**src/rtl/stopwatch_lap.sv**
```systemverilog
// -----------------------------------------------------------------------------
// stopwatch_lap
//   Start/stop/clear stopwatch counting BCD hh:mm:ss.cc, with a lap FIFO.
//   One key starts and stops the watch; holding it clears the time and the laps.
//   A lap press while running records the current time into a small FIFO.
//
// Parameters
//   TICK_DIV    clock cycles per 0.01 s tick (>= 2)
//   HOLD_CYCLES consecutive high cycles of i_key that trigger a clear (>= 2)
//   LAP_DEPTH   lap FIFO entries (power of two, 2..64)
//
// Ports
//   i_clk       single clock, rising edge
//   i_rst_n     asynchronous active-low reset
//   i_key       start/stop/clear button (synchronous, debounced level)
//   i_lap       lap button (synchronous level)
//   i_rd        pop the lap FIFO head
//   o_time      BCD time, [31:28] hour tens .. [3:0] hundredths
//   o_run       high while running
//   o_lap       BCD time at the FIFO head (valid when o_lap_valid)
//   o_lap_valid FIFO not empty
//   o_lap_full  FIFO holds LAP_DEPTH entries
//   o_lap_ovf   sticky: a lap was dropped because the FIFO was full
// -----------------------------------------------------------------------------
module stopwatch_lap #(
  parameter int TICK_DIV    = 500000,
  parameter int HOLD_CYCLES = 100000000,
  parameter int LAP_DEPTH   = 8
) (
  input  logic        i_clk,
  input  logic        i_rst_n,
  input  logic        i_key,
  input  logic        i_lap,
  input  logic        i_rd,
  output logic [31:0] o_time,
  output logic        o_run,
  output logic [31:0] o_lap,
  output logic        o_lap_valid,
  output logic        o_lap_full,
  output logic        o_lap_ovf
);

  localparam int PW = $clog2(TICK_DIV);
  localparam int HW = $clog2(HOLD_CYCLES + 1);
  localparam int AW = $clog2(LAP_DEPTH);

  typedef enum logic [1:0] {IDLE, RUN, STOP, CLEAR} state_t;

  state_t        state_q, state_d;
  logic          key_q, lap_q;
  logic          key_edge, lap_edge, hold_hit, tick;
  logic          push, pop, push_ok, full;
  logic [PW-1:0] presc_q;
  logic [HW-1:0] hold_q;
  logic [31:0]   time_q;
  logic [31:0]   mem [LAP_DEPTH];
  logic [AW-1:0] rd_ptr, wr_ptr;
  logic [AW:0]   count;
  logic          ovf_q;

  // Add 0.01 s to a BCD time. Tens of seconds and minutes wrap after 5, every
  // other digit after 9; a carry out of the hour tens is dropped (99h -> 00h).
  function automatic logic [31:0] bcd_inc(input logic [31:0] t);
    logic [31:0] r;
    logic        carry;
    logic [3:0]  d, lim;
    r     = t;
    carry = 1'b1;
    for (int i = 0; i < 8; i++) begin
      d   = t[4*i +: 4];
      lim = (i == 3 || i == 5) ? 4'd5 : 4'd9;
      if (carry) begin
        if (d == lim) begin
          r[4*i +: 4] = 4'd0;
        end else begin
          r[4*i +: 4] = d + 4'd1;
          carry       = 1'b0;
        end
      end
    end
    return r;
  endfunction

  assign key_edge = i_key & ~key_q;
  assign lap_edge = i_lap & ~lap_q;
  // hold_q counts the high cycles before this one, so this is the
  // HOLD_CYCLES-th consecutive high cycle; saturation keeps it from re-firing.
  assign hold_hit = i_key && (hold_q == HW'(HOLD_CYCLES - 1));
  assign tick     = (state_q == RUN) && (presc_q == PW'(TICK_DIV - 1));

  assign full     = (count == (AW+1)'(LAP_DEPTH));
  assign pop      = i_rd && (count != '0);
  assign push     = lap_edge && (state_q == RUN);
  // When full, a push only fits if the head leaves in the same cycle.
  assign push_ok  = push && (!full || pop);

  // NOTE: sequential state uses non-blocking assignments so every register
  // samples the pre-edge values of the others, independent of block order.
  always_ff @(posedge i_clk or negedge i_rst_n) begin
    if (!i_rst_n) state_q <= IDLE;
    else          state_q <= state_d;
  end

  // NOTE: next-state gets a default before any branch so no path leaves it
  // unassigned, which would otherwise infer a latch.
  always_comb begin
    state_d = state_q;
    case (state_q)
      IDLE:  if (key_edge) state_d = RUN;
      RUN:   if (key_edge) state_d = STOP;
             else if (hold_hit) state_d = CLEAR;
      STOP:  if (key_edge) state_d = RUN;
             else if (hold_hit) state_d = CLEAR;
      CLEAR: state_d = IDLE;
      default: state_d = IDLE;
    endcase
  end

  // Edge samples and hold counter. A key held through CLEAR produces no new
  // edge until it has been seen low, so no extra re-arm flag is needed.
  always_ff @(posedge i_clk or negedge i_rst_n) begin
    if (!i_rst_n) begin
      key_q  <= 1'b0;
      lap_q  <= 1'b0;
      hold_q <= '0;
    end else begin
      key_q <= i_key;
      lap_q <= i_lap;
      if (!i_key)                          hold_q <= '0;
      else if (hold_q != HW'(HOLD_CYCLES)) hold_q <= hold_q + HW'(1);
    end
  end

  // Prescaler and time. STOP leaves both untouched so a partial tick survives.
  always_ff @(posedge i_clk or negedge i_rst_n) begin
    if (!i_rst_n) begin
      presc_q <= '0;
      time_q  <= '0;
    end else begin
      case (state_q)
        IDLE: presc_q <= '0;
        RUN: begin
          presc_q <= tick ? '0 : presc_q + PW'(1);
          if (tick) time_q <= bcd_inc(time_q);
        end
        CLEAR: begin
          presc_q <= '0;
          time_q  <= '0;
        end
        default: ;
      endcase
    end
  end

  // Lap FIFO control.
  always_ff @(posedge i_clk or negedge i_rst_n) begin
    if (!i_rst_n) begin
      rd_ptr <= '0;
      wr_ptr <= '0;
      count  <= '0;
      ovf_q  <= 1'b0;
    end else if (state_q == CLEAR) begin
      rd_ptr <= '0;
      wr_ptr <= '0;
      count  <= '0;
      ovf_q  <= 1'b0;
    end else begin
      if (pop)     rd_ptr <= rd_ptr + AW'(1);
      if (push_ok) wr_ptr <= wr_ptr + AW'(1);
      if (push && !push_ok) ovf_q <= 1'b1;
      count <= count + (AW+1)'(push_ok) - (AW+1)'(pop);
    end
  end

  // NOTE: lap storage has no reset; entries are only visible through the
  // registered count, so clearing the array would buy nothing.
  always_ff @(posedge i_clk) begin
    if (push_ok) mem[wr_ptr] <= time_q;
  end

  assign o_time      = time_q;
  assign o_run       = (state_q == RUN);
  assign o_lap       = mem[rd_ptr];
  assign o_lap_valid = (count != '0);
  assign o_lap_full  = full;
  assign o_lap_ovf   = ovf_q;

endmodule

```
**config.mk**
```make
export PLATFORM = sky130hd
export DESIGN_NAME = stopwatch_lap
export DESIGN_NICKNAME = d
export VERILOG_FILES = /design/src/rtl/stopwatch_lap.sv
export SDC_FILE = /design/constraint.sdc
export NUM_CORES = 1
export LEC_CHECK = 0
export ABC_AREA = 1
export BUFFER_PORTS_ARGS = -buffer_cell sky130_fd_sc_hd__buf_2
export CORE_MARGIN = 2
export CORE_UTILIZATION = 53
export DETAILED_ROUTE_END_ITERATION = 12
export GPL_TIMING_DRIVEN = 1
export PLACE_DENSITY = 0.7
export SYNTH_ARGS = -nofsm -noshare
export SYNTH_HDL_FRONTEND = slang
export SYNTH_SLANG_ARGS = --single-unit
```
**constraint.sdc**
```tcl
create_clock -name i_clk -period 5.6 [get_ports i_clk]
set_clock_uncertainty 0.05 [all_clocks]
set_input_delay 0.56 -clock i_clk [delete_from_list [all_inputs] [get_ports i_clk]]
set_output_delay 0.56 -clock i_clk [all_outputs]
set_load 0.005 [all_outputs]
```
# Yosys cells after proc, flatten, opt, wreduce, memory -nomap -nowiden

Memories as Yosys holds them, arrays and structs flattened.
Cells that the tools add are included.
Widths: inputs -> output; s select.

Bits in registers: 93
Bits in writable memories: 256
Output and inout port bits: 68
Memories: 1

Memory list:

| memory | words | bits a word | rd ports | clocked after memory_dff | wr ports | line | RTL |
|---|---|---|---|---|---|---|---|
| mem    | 8     | 32          | 1        | 0                        | 1        | 56   | `logic [31:0] mem [LAP_DEPTH];` |

Add/sub/neg operators: 14
Eq/ne operators: 25
Muxes and demuxes: 62
Bitwise gates (word level): 4
Reduce and logical (&&, ||, !) cells: 25

Operators with widths:

| operator              | count |
|---|---|
| $mux 4                | 16 |
| $pmux 32 s2           | 1 |
| $mux 27               | 2 |
| $pmux 19 s2           | 1 |
| $add 4x1->4 const B   | 8 |
| $mux 32               | 1 |
| $mux 1                | 31 |
| $eq 4x4->1 const B    | 7 |
| $add 27x1->27 const B | 1 |
| $eq 27x27->1 const B  | 1 |
| $ne 27x27->1 const B  | 1 |
| $reduce_and 3->1      | 7 |
| $add 19x1->19 const B | 1 |
| $eq 19x19->1 const B  | 1 |
| $mux 19               | 1 |
| $ne 2x1->1 const B    | 9 |
| $mux 3                | 4 |
| $reduce_bool 2->1     | 5 |
| $eq 4x3->1 const B    | 2 |
| $mux 2                | 4 |
| $pmux 2 s4            | 1 |
| $add 3x1->3 const B   | 2 |
| $logic_and 1x1->1     | 6 |
| $add 4x1->4           | 1 |
| 12 further kinds      | 16 |

# Logic depth before layout (Yosys ltp)

Depth in word-level cells: 25
Depth in mapped cells: 13

# Least setup slack after synthesis

OpenSTA, ideal clock, no wires.

Path type: reg2reg
Start: reg state_q[1]
End: mem mem[6][0] (enable)
Setup time: 0.461 ns
Data arrival time: 3.462 ns
Data required time: 5.089 ns
Setup slack: 1.626 ns
Cell stages (with the launch flop): 9
Path buffers: 2
Path through: dfrtp_1 > inv_1 > ha_1 > buf_4 > nand2_1 > nor2_1 > nand2_1 > buf_2 > nor3_1

Cells in the longest elaborated chain, start to end: 5

Ends and longest elaborated chain:

| element                      | line | RTL |
|---|---|---|
| start: declaration           | 49   | `state_t state_q, state_d;` |
| start signal: assignment     | 101  | `else state_q <= state_d;` |
| $eq 2x1->1                   | n/a  |  |
| net o_run                    | 36   | `output logic o_run,` |
| $logic_and 1x1->1            | 93   | `assign push = lap_edge && (state_q == RUN);` |
| $logic_and 1x1->1            | 95   | `assign push_ok = push && (!full \|\| pop);` |
| $mux 1                       | 178  | `if (push_ok) mem[wr_ptr] <= time_q;` |
| $mux 1 (not written as such) | 178  |  |
| end: declaration             | 56   |  |

The timed path passes the listed nets, and every way through them passes these cells.

# Final worst setup path

Start: reg rd_ptr[0]
End: out o_lap[10]

Cells in the longest elaborated chain, start to end: 1

Ends and longest elaborated chain:

| element                  | line | RTL |
|---|---|---|
| start: declaration       | 57   | `logic [AW-1:0] rd_ptr, wr_ptr;` |
| start signal: assignment | 168  | `if (pop) rd_ptr <= rd_ptr + AW'(1);` |
| $mem_v2 8x32             | n/a  |  |
| end: declaration         | 37   | `output logic [31:0] o_lap,` |

Every way passes these cells.

==> impl_metrics.sql <==
INSERT INTO impl_metrics (metric_group, metric, value, unit) VALUES
('timing', 'timing.final.crit_share', '70.5', '%'),
('logic_synthesis', 'post_synth_inst_count', '1484', ''),
('logic_synthesis', 'netlist.top_cell.by_area', 'sky130_fd_sc_hd__edfxtp_1', ''),
('route', 'finalWirelength', '35500', 'um'),
('logic_synthesis', 'synth-seq-area-share', '64.0', '%'),
('clocking', 'clock_latency', '0.52', 'ns'),
('logic_synthesis', 'netlist_area', '15600', 'um2'),
('clocking', 'clkTransAtPathRegs', '0.06', 'ns'),
('power_and_ir_drop', 'peakVddDrop', '0.301', 'mV'),
('clocking', 'post-cts-setup-buffers', '0', ''),
('setup_path', 'critical_path.slowest_cell', 'sky130_fd_sc_hd__inv_4', ''),
('placed_design', 'port_buffers', '72', ''),
('clocking', 'tritoncts', 'done', ''),
('setup_path', 'setup.worst_path.start_class', 'register', ''),
('logic_synthesis', 'synth_flop_cell', 'sky130_fd_sc_hd__edfxtp_1', ''),
('die', 'floorplan.die_area', '30900', 'um2'),
('power_and_ir_drop', 'total_power_of_the_final_layout', '8.50', 'mW'),
('logic_synthesis', 'netlist.area_leader.share', '49.1', '%'),
('global_routing', 'wire_length_of_the_first_global_routing_pass', '57100', 'um'),
('clocking', 'tritoncts.num_buffers', '37', ''),
('setup_path', 'critPathCaptureType', 'primary output', ''),
('clocking', 'cts_hold_buf', '1', ''),
('placed_design', 'routabilityCongestion', '0.901', ''),
('power_and_ir_drop', 'power.density_cell_area', '481', 'nW/um2'),
('timing', 'grt_setup_unrepaired', 'no', ''),
('route', 'drc', '0', ''),
('power_and_ir_drop', 'leakage', '6.86', 'nW'),
('global_routing', 'pin_count_of_the_biggest_net_entering_global_routing', '96', ''),
('clocking', 'clk_tree_root_cell', 'sky130_fd_sc_hd__clkbuf_16', ''),
('setup_path', 'crit_fanout', '95', ''),
('clocking', 'cts_resized', '0', ''),
('timing', 'report.final.hold_viol_count', '0', ''),
('setup_path', 'timing_worst_setup_path_type', 'register to primary output', ''),
('timing', 'fin_worst_hold_slack', '0.148', 'ns'),
('outcome', 'status', 'completed', ''),
('clocking', 'cts-root-to-sink-buffers', '3', ''),
('route', 'wire_per_inst', '18.0', 'um'),
('global_routing', 'grt_overflow', '0', ''),
('logic_synthesis', 'ys_ff_latch', '349', ''),
('timing', 'fin_setup_tns', '0', 'ns'),
('die', 'ios', '73', ''),
('timing', 'slew_headroom', '32.5', '%'),
('flow_run', 'cap_violations', '0', ''),
('global_routing', 'grt_usage', '23.3', '%'),
('setup_path', 'worst_ep_required', '4.99', 'ns'),
('logic_synthesis', 'yosys-top-cells-area', 'sky130_fd_sc_hd__edfxtp_1 (49%), sky130_fd_sc_hd__dfrtp_1 (15%), sky130_fd_sc_hd__nor2_1 (6.7%)', ''),
('timing', 'timing.final.max_slew_violations', '0', ''),
('global_routing', 'first_global_vias', '10900', ''),
('setup_path', 'crit_path_max_incr_delay', '0.79', 'ns'),
('die', 'die_width', '176', 'um'),
('logic_synthesis', 'synth.yosys.warnings', '0', ''),
('die', 'initial_utilization', '54.2', '%'),
('logic_synthesis', 'netlist_top_cells_count', 'sky130_fd_sc_hd__nor2_1 (280), sky130_fd_sc_hd__nand2_1 (266), sky130_fd_sc_hd__edfxtp_1 (256)', ''),
('route', 'num_vias', '11100', ''),
('setup_path', 'critical_path_cell_sequence', 'inv_4 -> buf_4 -> nor2_1 -> o32ai_1 -> nand2_1 -> nand2_1 -> buf_2', ''),
('placed_design', 'dp.final_hpwl', '21700', 'um'),
('timing', 'post-route-min-period', '3.95', 'ns'),
('cells_and_area', 'flow.area_growth_from_synthesis', '12.8', '%'),
('timing', 'timing.fmax', '0.253', 'GHz'),
('logic_synthesis', 'synth.net_count', '1523', ''),
('route', 'post_drt_via_cell_ratio', '5.65', ''),
('clocking', 'htree_levels', '2', ''),
('global_routing', 'grt_antenna_before_repair', '0', ''),
('logic_synthesis', 'post_synth_edffs', '256', ''),
('cells_and_area', 'diodes', '0', ''),
('timing', 'timing_worst_slew_pin_value', '1.01', 'ns'),
('logic_synthesis', 'synth.distinct_cells', '44', ''),
('setup_path', 'timing.critical_path.mode_cell', 'sky130_fd_sc_hd__nand2_1', ''),
('route', 'drt_initial_violations', '1056', ''),
('cells_and_area', 'drive_gt1_share', '12.8', '%'),
('die', 'design.core.area', '28900', 'um2');
[final timing paths]
kind / to / cells after the start / slack (ns) / start
worst max-delay path: o_lap[10] / 7 / 1.65 / rd_ptr[0]
worst min-delay path: lap_q / 1 / 0.15 / i_lap
worst max register to register: mem[6][29] / 7 / 2.38 / state_q[1]
worst min register to register: hold_q[7] / 1 / 0.48 / hold_q[7]
max in group asynchronous: rd_ptr[1] / 3 / 3.78 / i_rst_n
min in group asynchronous: hold_q[2] / 2 / 0.52 / i_rst_n
[flip-flops by register name, summed over array words and instances (netlist names)]
register / flops
wr_ptr: 3
o_time: 32
presc_q: 19
state_q: 2
mem: 256
hold_q: 27
key_q: 1
count: 4
rd_ptr: 3
lap_q: 1
o_lap_ovf: 1
[cells in the final DEF (no fill, tap or decap), drive strengths merged, types with 3 or more instances in the layout]
cell type	instances
nor3	31
bufinv	4
buf	94
edfxtp	256
nand3	57
clkinv	12
inv	100
nand4	26
or2	6
ha	33
xor2	12
o32ai	64
dfrtp	93
xnor2	3
a21oi	31
o21ai	129
nand2	275
clkbuf	48
nor2	293
[layout make-up]
type / instances / area (um2)
sequential: 349 / 10000
fill: 2349 / 11200
clock buffer: 48 / 1020
inverter: 98 / 370
multi-input combinational: 977 / 5010
tap: 384 / 480
timing repair buffer: 95 / 538
clock inverter: 19 / 216
[critical path: cells and delay by family, from the launching register on]
kind	cells	cell delay (ns)
compound gates	1	0.28
buf+inv	3	1.39
flops	1	0.70
simple gates	3	0.30
[per-layer routing]
layer	global-route usage, %	part of all wire, %
met1	30.8	43
met4	6.65	2.3
met3	3.59	5.3
met2	40.3	50
met5	0	0
[cell families after synthesis]
| logic type | share of synthesized area (%) |
|---|---|
| adder cells (fa/ha/maj) | 2.77 |
| AO/OA/AOI/OAI | 9.43 |
| XOR/XNOR | 0.840 |
| AND/OR/NAND/NOR | 18.7 |
| flip-flops | 64.0 |
| buffers and inverters | 4.25 |
[stage by stage]
| step | cells | setup slack, ns | cell area [um2] | utilization (%) |
|---|---|---|---|---|
| after floorplan | 1484 | 1.63 | 15600 | - |
| after global placement | 1902 | 2.41 | 16400 | 56.9 |
| after detailed placement | 1902 | 2.33 | 16400 | 56.9 |
| after CTS | 1970 | 1.70 | 17700 | 61.2 |
| after global routing | 1970 | 1.52 | 17700 | 61.2 |
| final | 1970 | 1.65 | 17700 | 61.2 |
[report_power, final]
| part | internal [mW] | switching (mW) | total, mW |
|---|---|---|---|
| registers | 3.15 | 0.460 | 3.61 |
| clock network | 1.48 | 0.982 | 2.46 |
| logic | 0.863 | 1.56 | 2.42 |
Power figures use the tool's default switching activity.
